<file path="src/rtl/lcd_pkg.sv">
// ---------------------------------------------------------------------------
// lcd_pkg
// Shared types and constants for the LCD raster controller:
//   lcd_mode_e  - pixel source selector (black, test pattern, stream, solid)
//   lcd_state_e - mode-change FSM state (RUN / PEND)
//   BAR_*       - colour-bar constants at 8 bits per channel; the pattern
//                 generator widens each channel to CW bits.
//   bar_color() - bar index (0..7) to 24-bit colour.
// ---------------------------------------------------------------------------
package lcd_pkg;

   typedef enum logic [1:0] {
      LCD_BLACK   = 2'd0,
      LCD_TESTPAT = 2'd1,
      LCD_STREAM  = 2'd2,
      LCD_SOLID   = 2'd3
   } lcd_mode_e;

   typedef enum logic {
      ST_RUN  = 1'b0,
      ST_PEND = 1'b1
   } lcd_state_e;

   localparam logic [23:0] BAR_WHITE   = 24'hFFFFFF;
   localparam logic [23:0] BAR_YELLOW  = 24'hFFFF00;
   localparam logic [23:0] BAR_CYAN    = 24'h00FFFF;
   localparam logic [23:0] BAR_GREEN   = 24'h00FF00;
   localparam logic [23:0] BAR_MAGENTA = 24'hFF00FF;
   localparam logic [23:0] BAR_RED     = 24'hFF0000;
   localparam logic [23:0] BAR_BLUE    = 24'h0000FF;
   localparam logic [23:0] BAR_BLACK   = 24'h000000;

   function automatic logic [23:0] bar_color(input logic [2:0] idx);
      case (idx)
         3'd0:    bar_color = BAR_WHITE;
         3'd1:    bar_color = BAR_YELLOW;
         3'd2:    bar_color = BAR_CYAN;
         3'd3:    bar_color = BAR_GREEN;
         3'd4:    bar_color = BAR_MAGENTA;
         3'd5:    bar_color = BAR_RED;
         3'd6:    bar_color = BAR_BLUE;
         default: bar_color = BAR_BLACK;
      endcase
   endfunction

endpackage

</file>
<file path="src/rtl/lcd_raster_ctrl_testpat.sv">
// ---------------------------------------------------------------------------
// lcd_testpat
// Eight-bar vertical colour pattern, H_ACTIVE/8 pixels per bar, with no
// divider: a pixel-in-bar counter and a bar index advance on every active
// pixel and restart at the first active column of each line.
// Ports:
//   iCLK, iRST_n  - pixel clock, asynchronous active-low reset
//   active        - current (x,y) lies in the active area
//   line_start    - x == H_BLANK (first active column)
//   rgb           - {R,G,B} for the current pixel, combinational
// ---------------------------------------------------------------------------
module lcd_testpat
   import lcd_pkg::*;
#(
   parameter int H_ACTIVE = 800,
   parameter int CW       = 8
) (
   input  logic            iCLK,
   input  logic            iRST_n,
   input  logic            active,
   input  logic            line_start,
   output logic [3*CW-1:0] rgb
);

   localparam int BAR_W = H_ACTIVE / 8;
   localparam int BW    = (BAR_W > 1) ? $clog2(BAR_W) : 1;
   localparam logic [BW-1:0] BAR_LAST = BW'(BAR_W - 1);

   logic [BW-1:0] pix_cnt;
   logic [BW-1:0] cur_cnt;
   logic [2:0]    bar;
   logic [2:0]    cur_bar;
   logic [23:0]   bar_rgb;

   // At the first active column the pattern must already show bar 0, so the
   // restart is applied combinationally rather than a cycle late.
   always_comb begin
      cur_cnt = line_start ? '0   : pix_cnt;
      cur_bar = line_start ? 3'd0 : bar;
   end

   always_ff @(posedge iCLK or negedge iRST_n) begin
      if (!iRST_n) begin
         pix_cnt <= '0;
         bar     <= 3'd0;
      end else if (line_start || active) begin
         if (cur_cnt == BAR_LAST) begin
            pix_cnt <= '0;
            bar     <= cur_bar + 3'd1;
         end else begin
            pix_cnt <= cur_cnt + 1'b1;
            bar     <= cur_bar;
         end
      end
   end

   // Bar colours are full-on/full-off per channel, so the channel MSB is
   // enough to widen 8-bit constants to CW bits.
   assign bar_rgb = bar_color(cur_bar);
   assign rgb     = {{CW{bar_rgb[23]}}, {CW{bar_rgb[15]}}, {CW{bar_rgb[7]}}};

endmodule

</file>
<file path="src/rtl/lcd_raster_ctrl.sv">
// ---------------------------------------------------------------------------
// lcd_raster_ctrl
// Parametrised LCD raster controller. Generates HD/VD/DE from porch/sync
// parameters, picks the pixel source per frame (black, colour bars, solid
// colour, or a ready/valid pixel stream) and tracks stream underflows.
// Optional feature macro: LCD_TESTPAT_EN (colour bars on mode 1; without it
// mode 1 displays black).
// Ports:
//   iCLK, iRST_n          - pixel clock, asynchronous active-low reset
//   iMode                 - requested source (0 black,1 bars,2 stream,3 solid)
//   iColor                - solid colour {R,G,B}
//   iPIX_DATA/iPIX_VALID  - stream pixel and its valid
//   oPIX_READY            - stream pixel consumed this cycle if valid
//   oHD, oVD, oDE         - syncs (active low) and data enable, registered
//   oLCD_R/G/B            - colour data, registered
//   oX, oY                - raw raster counters
//   oNewFrame, oEndFrame  - (0,0) pulse / last-active-pixel pulse
//   oActiveMode           - source currently displayed
//   oModePending          - mode FSM is in PEND (debug view of FSM state)
//   oUnderflow            - sticky underflow flag for the current frame
//   oUnderflowCnt         - saturating underflow count, cleared by reset only
// Stream handshake: oPIX_READY depends only on the counters and the active
// mode, never on iPIX_VALID; a pixel is transferred on every rising edge
// where oPIX_READY && iPIX_VALID, and ready && !valid is an underflow that
// displays black for that pixel.
// ---------------------------------------------------------------------------
module lcd_raster_ctrl
   import lcd_pkg::*;
#(
   parameter int H_ACTIVE = 800,
   parameter int H_BLANK  = 46,
   parameter int H_FP     = 210,
   parameter int H_SYNC   = 1,
   parameter int V_ACTIVE = 480,
   parameter int V_BLANK  = 23,
   parameter int V_FP     = 22,
   parameter int V_SYNC   = 1,
   parameter int CW       = 8
) (
   input  logic                                           iCLK,
   input  logic                                           iRST_n,
   input  logic [1:0]                                     iMode,
   input  logic [3*CW-1:0]                                iColor,
   input  logic [3*CW-1:0]                                iPIX_DATA,
   input  logic                                           iPIX_VALID,
   output logic                                           oPIX_READY,
   output logic                                           oHD,
   output logic                                           oVD,
   output logic                                           oDE,
   output logic [CW-1:0]                                  oLCD_R,
   output logic [CW-1:0]                                  oLCD_G,
   output logic [CW-1:0]                                  oLCD_B,
   output logic [$clog2(H_BLANK+H_ACTIVE+H_FP)-1:0]       oX,
   output logic [$clog2(V_BLANK+V_ACTIVE+V_FP)-1:0]       oY,
   output logic                                           oNewFrame,
   output logic                                           oEndFrame,
   output logic [1:0]                                     oActiveMode,
   output logic                                           oModePending,
   output logic                                           oUnderflow,
   output logic [15:0]                                    oUnderflowCnt
);

   localparam int H_LINE = H_BLANK + H_ACTIVE + H_FP;
   localparam int V_LINE = V_BLANK + V_ACTIVE + V_FP;
   localparam int XW     = $clog2(H_LINE);
   localparam int YW     = $clog2(V_LINE);

   localparam logic [XW-1:0] X_LAST      = XW'(H_LINE - 1);
   localparam logic [XW-1:0] X_ACT_FIRST = XW'(H_BLANK);
   localparam logic [XW-1:0] X_ACT_LAST  = XW'(H_BLANK + H_ACTIVE - 1);
   localparam logic [XW-1:0] X_SYNC_END  = XW'(H_SYNC);
   localparam logic [YW-1:0] Y_LAST      = YW'(V_LINE - 1);
   localparam logic [YW-1:0] Y_ACT_FIRST = YW'(V_BLANK);
   localparam logic [YW-1:0] Y_ACT_LAST  = YW'(V_BLANK + V_ACTIVE - 1);
   localparam logic [YW-1:0] Y_SYNC_END  = YW'(V_SYNC);

   logic [XW-1:0]   x;
   logic [YW-1:0]   y;
   logic            x_last, y_last, frame_last, active;
   logic            ready, underflow;
   lcd_state_e      state;
   lcd_mode_e       active_mode, req_mode;
   logic [3*CW-1:0] tp_rgb;
   logic [3*CW-1:0] pix_next, pix;
   logic            hd, vd, de;

   // ---------------- raster counters ----------------
   assign x_last     = (x == X_LAST);
   assign y_last     = (y == Y_LAST);
   assign frame_last = x_last && y_last;
   assign active     = (x >= X_ACT_FIRST) && (x <= X_ACT_LAST) &&
                       (y >= Y_ACT_FIRST) && (y <= Y_ACT_LAST);

   always_ff @(posedge iCLK or negedge iRST_n) begin
      if (!iRST_n) begin
         x <= '0;
         y <= '0;
      end else if (x_last) begin
         x <= '0;
         y <= y_last ? '0 : y + 1'b1;
      end else begin
         x <= x + 1'b1;
      end
   end

   // ---------------- mode FSM ----------------
   // A new source is only adopted on the last edge of a frame, so a frame
   // that has started is always finished in the mode it began with.
   assign req_mode = lcd_mode_e'(iMode);

   always_ff @(posedge iCLK or negedge iRST_n) begin
      if (!iRST_n) begin
         state       <= ST_RUN;
         active_mode <= LCD_BLACK;
      end else begin
         case (state)
            ST_RUN: begin
               if (req_mode != active_mode) state <= ST_PEND;
            end
            ST_PEND: begin
               if (req_mode == active_mode) begin
                  state <= ST_RUN;
               end else if (frame_last) begin
                  state       <= ST_RUN;
                  active_mode <= req_mode;
               end
            end
            default: state <= ST_RUN;
         endcase
      end
   end

   // ---------------- test pattern ----------------
`ifdef LCD_TESTPAT_EN
   logic line_start;
   assign line_start = (x == X_ACT_FIRST);

   lcd_testpat #(
      .H_ACTIVE (H_ACTIVE),
      .CW       (CW)
   ) u_testpat (
      .iCLK       (iCLK),
      .iRST_n     (iRST_n),
      .active     (active),
      .line_start (line_start),
      .rgb        (tp_rgb)
   );
`else
   assign tp_rgb = '0;
`endif

   // ---------------- stream handshake ----------------
   assign ready     = active && (active_mode == LCD_STREAM);
   assign underflow = ready && !iPIX_VALID;

   // ---------------- pixel source select ----------------
   always_comb begin
      pix_next = '0;
      if (active) begin
         case (active_mode)
            LCD_TESTPAT: pix_next = tp_rgb;
            LCD_STREAM:  pix_next = iPIX_VALID ? iPIX_DATA : '0;
            LCD_SOLID:   pix_next = iColor;
            default:     pix_next = '0;
         endcase
      end
   end

   // ---------------- output registers ----------------
   always_ff @(posedge iCLK or negedge iRST_n) begin
      if (!iRST_n) begin
         hd  <= 1'b0;
         vd  <= 1'b0;
         de  <= 1'b0;
         pix <= '0;
      end else begin
         hd  <= (x >= X_SYNC_END);
         vd  <= (y >= Y_SYNC_END);
         de  <= active;
         pix <= pix_next;
      end
   end

   // ---------------- underflow tracking ----------------
   // The (0,0) cycle is always blanking, so clearing there cannot race with
   // a new underflow.
   always_ff @(posedge iCLK or negedge iRST_n) begin
      if (!iRST_n) begin
         oUnderflow    <= 1'b0;
         oUnderflowCnt <= 16'd0;
      end else begin
         if (oNewFrame)      oUnderflow <= 1'b0;
         else if (underflow) oUnderflow <= 1'b1;
         if (underflow && (oUnderflowCnt != 16'hFFFF))
            oUnderflowCnt <= oUnderflowCnt + 16'd1;
      end
   end

   assign oPIX_READY   = ready;
   assign oHD          = hd;
   assign oVD          = vd;
   assign oDE          = de;
   assign oLCD_R       = pix[3*CW-1:2*CW];
   assign oLCD_G       = pix[2*CW-1:CW];
   assign oLCD_B       = pix[CW-1:0];
   assign oX           = x;
   assign oY           = y;
   assign oNewFrame    = (x == '0) && (y == '0);
   assign oEndFrame    = (x == X_ACT_LAST) && (y == Y_ACT_LAST);
   assign oActiveMode  = active_mode;
   assign oModePending = (state == ST_PEND);

endmodule
</file>
<file path="config.mk">
export PLATFORM = sky130hd
export DESIGN_NAME = lcd_raster_ctrl
export DESIGN_NICKNAME = d
export VERILOG_FILES = /design/src/rtl/lcd_pkg.sv /design/src/rtl/lcd_raster_ctrl_testpat.sv /design/src/rtl/lcd_raster_ctrl.sv
export SDC_FILE = /design/constraint.sdc
export NUM_CORES = 1
export LEC_CHECK = 0
export ABC_AREA = 1
export CAP_MARGIN = 10
export CORE_MARGIN = 2
export CORE_UTILIZATION = 50
export CTS_BUF_LIST = sky130_fd_sc_hd__clkbuf_16
export CTS_CLUSTER_DIAMETER = 100
export DETAILED_ROUTE_END_ITERATION = 10
export GPL_TIMING_DRIVEN = 1
export PLACE_DENSITY = 0.86
export RECOVER_POWER = 50
export SETUP_SLACK_MARGIN = 0.5
export SLEW_MARGIN = 15
export SYNTH_ARGS = -nofsm -noshare
export SYNTH_HDL_FRONTEND = slang
export SYNTH_SLANG_ARGS = --single-unit
</file>
<file path="constraint.sdc">
create_clock -name iCLK -period 4.2 [get_ports iCLK]
set_input_delay 0.63 -clock iCLK [delete_from_list [all_inputs] [get_ports iCLK]]
set_output_delay 0.63 -clock iCLK [all_outputs]
set_load 0.05 [all_outputs]
</file>
Word-level counts from Yosys, hierarchy flattened:

Cells that the tools add are included.

* memories kept: 0
* bits in read-only memories: 0
* bits in writable memories: 0
* register bits after elaboration: 68
* bits in latches: 0
* word-level logic and storage cells: 55
* output and inout port bits: 71

* multiply operators: 0
* muxes and demuxes: 11
* reduce and logical (&&, ||, !) cells: 14
* bitwise logic cells: 2
* add/subtract/negate cells: 3
* order comparisons: 6
* div/mod/pow operators: 0
* equality and inequality tests: 9
* shift operators: 0

Operator list (count)
* 2-to-1 mux 24 bit: 2
* one-hot mux 24 bit (2 select lines): 1
* adder 16 x 1 -> 16 bit (second input constant): 1
* inequality test 16 bit (second input constant): 1
* adder 11 x 1 -> 11 bit (second input constant): 1
* == test 11 x 10 -> 1 bit (second input constant): 1
* == test 11 bit (second input constant): 1
* greater-or-equal comparator 11 x 1 -> 1 bit (second input constant): 1
* greater-or-equal comparator 11 x 6 -> 1 bit (second input constant): 1
* less-or-equal comparator 11 x 10 -> 1 bit (second input constant): 1
* zero test 11 bit: 1
* 2-to-1 mux 11 bit: 1
* adder 10 x 1 -> 10 bit (second input constant): 1
* == test 10 bit (second input constant): 1
* == test 10 x 9 -> 1 bit (second input constant): 1
* greater-or-equal comparator 10 x 1 -> 1 bit (second input constant): 1
* greater-or-equal comparator 10 x 5 -> 1 bit (second input constant): 1
* less-or-equal comparator 10 x 9 -> 1 bit (second input constant): 1
* zero test 10 bit: 1
* 2-to-1 mux 10 bit: 1
* logical AND 1 bit: 9
* 2-to-1 mux 1 bit: 5
* == test 2 bit (second input constant): 2
* AND reduction 3 bit: 1
* other kinds (6): 7

Logic depth before layout (Yosys ltp):

* depth after elaboration: 8
* gate-level depth with buffers: 13

Worst setup path after synthesis:

No wires, ideal clock.

* path kind: reg2out
* start point: register y[7] (netlist: oY[7])
* end point: output port oNewFrame
* required time: 3570 ps
* setup slack: 917 ps
* data arrival time: 2653 ps
* path buffers: 0
* cell stages (with the launch flop): 4
* cells stage by stage: dfrtp_1 > nor4_1 > nand2_1 > nor4_1

* longest elaborated chain between the ends: 2

RTL lines
* from (decl): line lcd_raster_ctrl.sv:78 `logic [YW-1:0] y;`
* from (signal assigned): line lcd_raster_ctrl.sv:100 `y <= y_last ? '0 : y + 1'b1;`
* zero test 10 bit: line lcd_raster_ctrl.sv:208 `assign oNewFrame = (x == '0) && (y == '0);`
* logical AND 1 bit: line lcd_raster_ctrl.sv:208
* to (decl): line lcd_raster_ctrl.sv:55 `output logic oNewFrame,`

No other way between the ends.

Final worst setup path:

* start point: register x[1] (netlist: oX[1])
* end point: output port oPIX_READY

* longest elaborated chain between the ends: 5
* elaborated cells on any way between the ends: 6
* those cells by class: 2 x order compare; 4 x reduce/logical

RTL lines
* from (decl): line lcd_raster_ctrl.sv:77 `logic [XW-1:0] x;`
* from (signal assigned): line lcd_raster_ctrl.sv:102 `x <= x + 1'b1;`
* greater-or-equal comparator 11 x 6 -> 1 bit / less-or-equal comparator 11 x 10 -> 1 bit (equally long branches): line lcd_raster_ctrl.sv:91 `assign active = (x >= X_ACT_FIRST) && (x <= X_ACT_LAST) &&`
* logical AND 1 bit * (2 in a row): line lcd_raster_ctrl.sv:91
* logical AND 1 bit *: line lcd_raster_ctrl.sv:92 `(y >= Y_ACT_FIRST) && (y <= Y_ACT_LAST);`
* logical AND 1 bit *: line lcd_raster_ctrl.sv:153 `assign ready = active && (active_mode == LCD_STREAM);`
* to (decl): line lcd_raster_ctrl.sv:46 `output logic oPIX_READY,`

Every way passes the cells marked *; elsewhere a longest branch is shown, timed or not.

==> flow_summary.yaml <==
global_routing:
  track_usage_pct: 26.0
  grt_pass1_vias: 3658
  gr-total-overflow: 0
  grt_pass1_wl_um: 17100
  antenna_found_initial: 0
  grt_max_degree: 44
detailed_routing:
  wl_per_cell_um: 15.0
  drc: 0
  via_per_inst: 5.34
  dr.pass1.iters: 5
  num_vias: 3708
  drtIter0Drc: 168
  ant_nets: 0
  wirelength_um: 10400
clocking:
  htreeDepth: 3
  postCtsSetupBuffers: 0
  cts_made_buffers: 9
  clock-root-buffer: "clkbuf_16"
  ctsResizeCount: 1
  hold_buffers: 0
  clk_latency_ns: 0.33
  cts_tree: "done"
  cts_buffer_depth: 2
  clock_sinks: 68
  clk_pin_slew_worst_paths_ns: 0.06
timing:
  fin_worst_skew_ns: 0.00652
  timing.fmax_ghz: 0.292
  fin_setup_tns_ns: 0
  tightest_slew_ns: 2.25
  period_minus_slack_ns: 3.43
  slew_headroom_pct: -49.7
  setup_violations: 0
  final_hold_viol_count: 0
  period_share_pct: 81.6
  slew_viol_final: 44
  rsz0062_at_grt: "false"
setup_path:
  crit_fanout: 25
  r2r_start: "oX[1]"
  critPathTopFamily: "simple AND/OR/NAND/NOR gates"
  endpoint_kind: "output pin"
  worst-setup-path-type: "reg2out"
  max_stage_delay_ns: 0.57
  timing.critical_path.arrival_ns: 2.80
  r2r_slack_ns: 1.79
  crit_buf_inv: 2
  crit_path_start: "oX[1]"
  crit_required_ns: 3.57
  worstPathCellList: "inv_1 > ha_1 > nand3_1 > nor2_2 > nor2_1 > nand2_1 > nand4_4 > nor2_8 > dlygate4sd2_1"
  cpMaxStageDelayCell: "dlygate4sd2_1"
  startpoint_type: "flop"
synth:
  synth_seq_cells: 68
  yosys_warnings: 0
  synth_edf_count: 0
  synth_top_area_cell: "dfrtp_1"
  syn_inst: 466
  synth-seq-area-share_pct: 45.7
  yosysUniqueCellTypes: 32
  synth-main-ff-cell: "dfrtp_1"
  postSynth.asyncResetShare_pct: 100
  synth.top_cells.by_area: "dfrtp_1, nand2_1, nor2_1"
  syn_area_um2: 3730
  synth_top_area_share_pct: 45.7
  synth_nets: 529
  synth.avg_cell_area_um2: 8.00
floorplan:
  fp.dieArea_um2: 8160
  pin_count: 124
  die_w_um: 90.3
  num_rows: 31
  core_region_area_um2: 7250
  initial_utilization_pct: 51.4
  die_y_um: 90.3
cells_and_area:
  syn2layout_area_growth_pct: 42.5
  stdcell_area_um2: 5310
  mostFrequentLayoutCells: "clkdlybuf4s50_1, nand2_1, dfrtp_1"
  diodes: 0
  drive_gt1_share_pct: 4.53
  final_common_cell: "clkdlybuf4s50_1"
  nFillCells: 556
  final_nets: 654
hold_path:
  worstHoldStart: "oUnderflowCnt[15]"
  hp-class: "reg2reg"
placed_design:
  dp.final_hpwl_um: 7630
  gp_congestion: 0.891
  port_buffers: 123
  place_area_um2: 5040
power:
  ir_drop_mv: 0.208
  p_total_uw: 1460
  p_leak_uw: 0.00255
  power_density_nw_per_um2: 274
status:
  violations: "capacitance limit, slew limit"
  status: "finished, violations left"
run:
  max_cap_viol_count: 1
## cell type report
cell class | instances | area [µm²] | area share, %
Multi-Input combinational cell | 323 | 1720 | 32.4
Sequential cell | 68 | 1700 | 32.0
Timing Repair Buffer | 126 | 1240 | 23.4
Inverter | 63 | 236 | 4.45
Clock buffer | 9 | 225 | 4.24
Tap cell | 99 | 124 | 2.33
Clock inverter | 7 | 58.8 | 1.11
## flip-flops by register name (all words and copies together), names as in the netlist
name           flops
oUnderflowCnt     16
oX                11
oModePending       1
oDE                1
oVD                1
oHD                1
oUnderflow         1
oY                10
pix               24
oActiveMode        2
## final timing paths
path,depth (start not counted),to
worst max-delay path,9,oPIX_READY
worst min-delay path,2,oUnderflowCnt[15]
worst max register to register,11,oUnderflowCnt[14]
worst min register to register,2,oUnderflowCnt[15]
max in group asynchronous,2,oY[2]
min in group asynchronous,1,oX[3]
## report_power, final
group          internal, µW  leakage [µW]  switching, µW
combinational          47.7       0.00149           32.5
sequential              656      0.000917          0.570
clock                   450      0.000141            268
total                  1150       0.00255            301
## worst min-delay path: stages, from the launching register on
cell     delay (ns)
dfrtp_1        0.37
nand2_1        0.06
nand2_1        0.05
## cell usage after synthesis, types with 2 or more instances
cell type and n:
nand4_1 31, nor2_1 64, xnor2_1 3, nor3b_1 3, clkbuf_1 8, nor3_1 13, xor2_1 15, nand4_4 2
nand2_1 104, nor2_2 4, buf_2 3, a32oi_1 4, inv_1 60, nand3b_1 2, nand3_1 28, nand3_2 2
dfrtp_1 68, ha_1 10, a21oi_1 15, o21ai_0 4, inv_2 2, nor4_1 4, a22oi_1 8
## metal layers
metal  GRT usage (%)  vias up  wire length [µm]
li1                -     1783                 -
met2            46.7      147              5430
met5               0        -                 0
met1            30.3     1754              4110
met3            4.84       24               620
met4            10.8        0               266
## per-stage QoR
stage	hold WS, ns	util [%]	worst slack (ns)	std cells
4_1_cts	0.475	73.4	0.756	695
6_report	0.520	73.2	0.772	695
3_5_place_dp	0.510	69.5	0.824	679
3_3_place_gp	0.482	69.5	0.906	679
5_1_grt	0.544	73.2	0.443	695
2_1_floorplan	0.334	-	0.917	466
## cell families (layout without fill, tap and decap cells)
family	after synthesis	count (layout)	synth area share (%)
buf+inv	75	205	7.96
flops	68	68	45.7
compound gates	36	36	6.31
simple gates	259	259	32.5
xor+xnor	18	18	4.23
fa+ha+maj	10	10	3.36
Note: power is estimated with default switching activity, not from simulation.
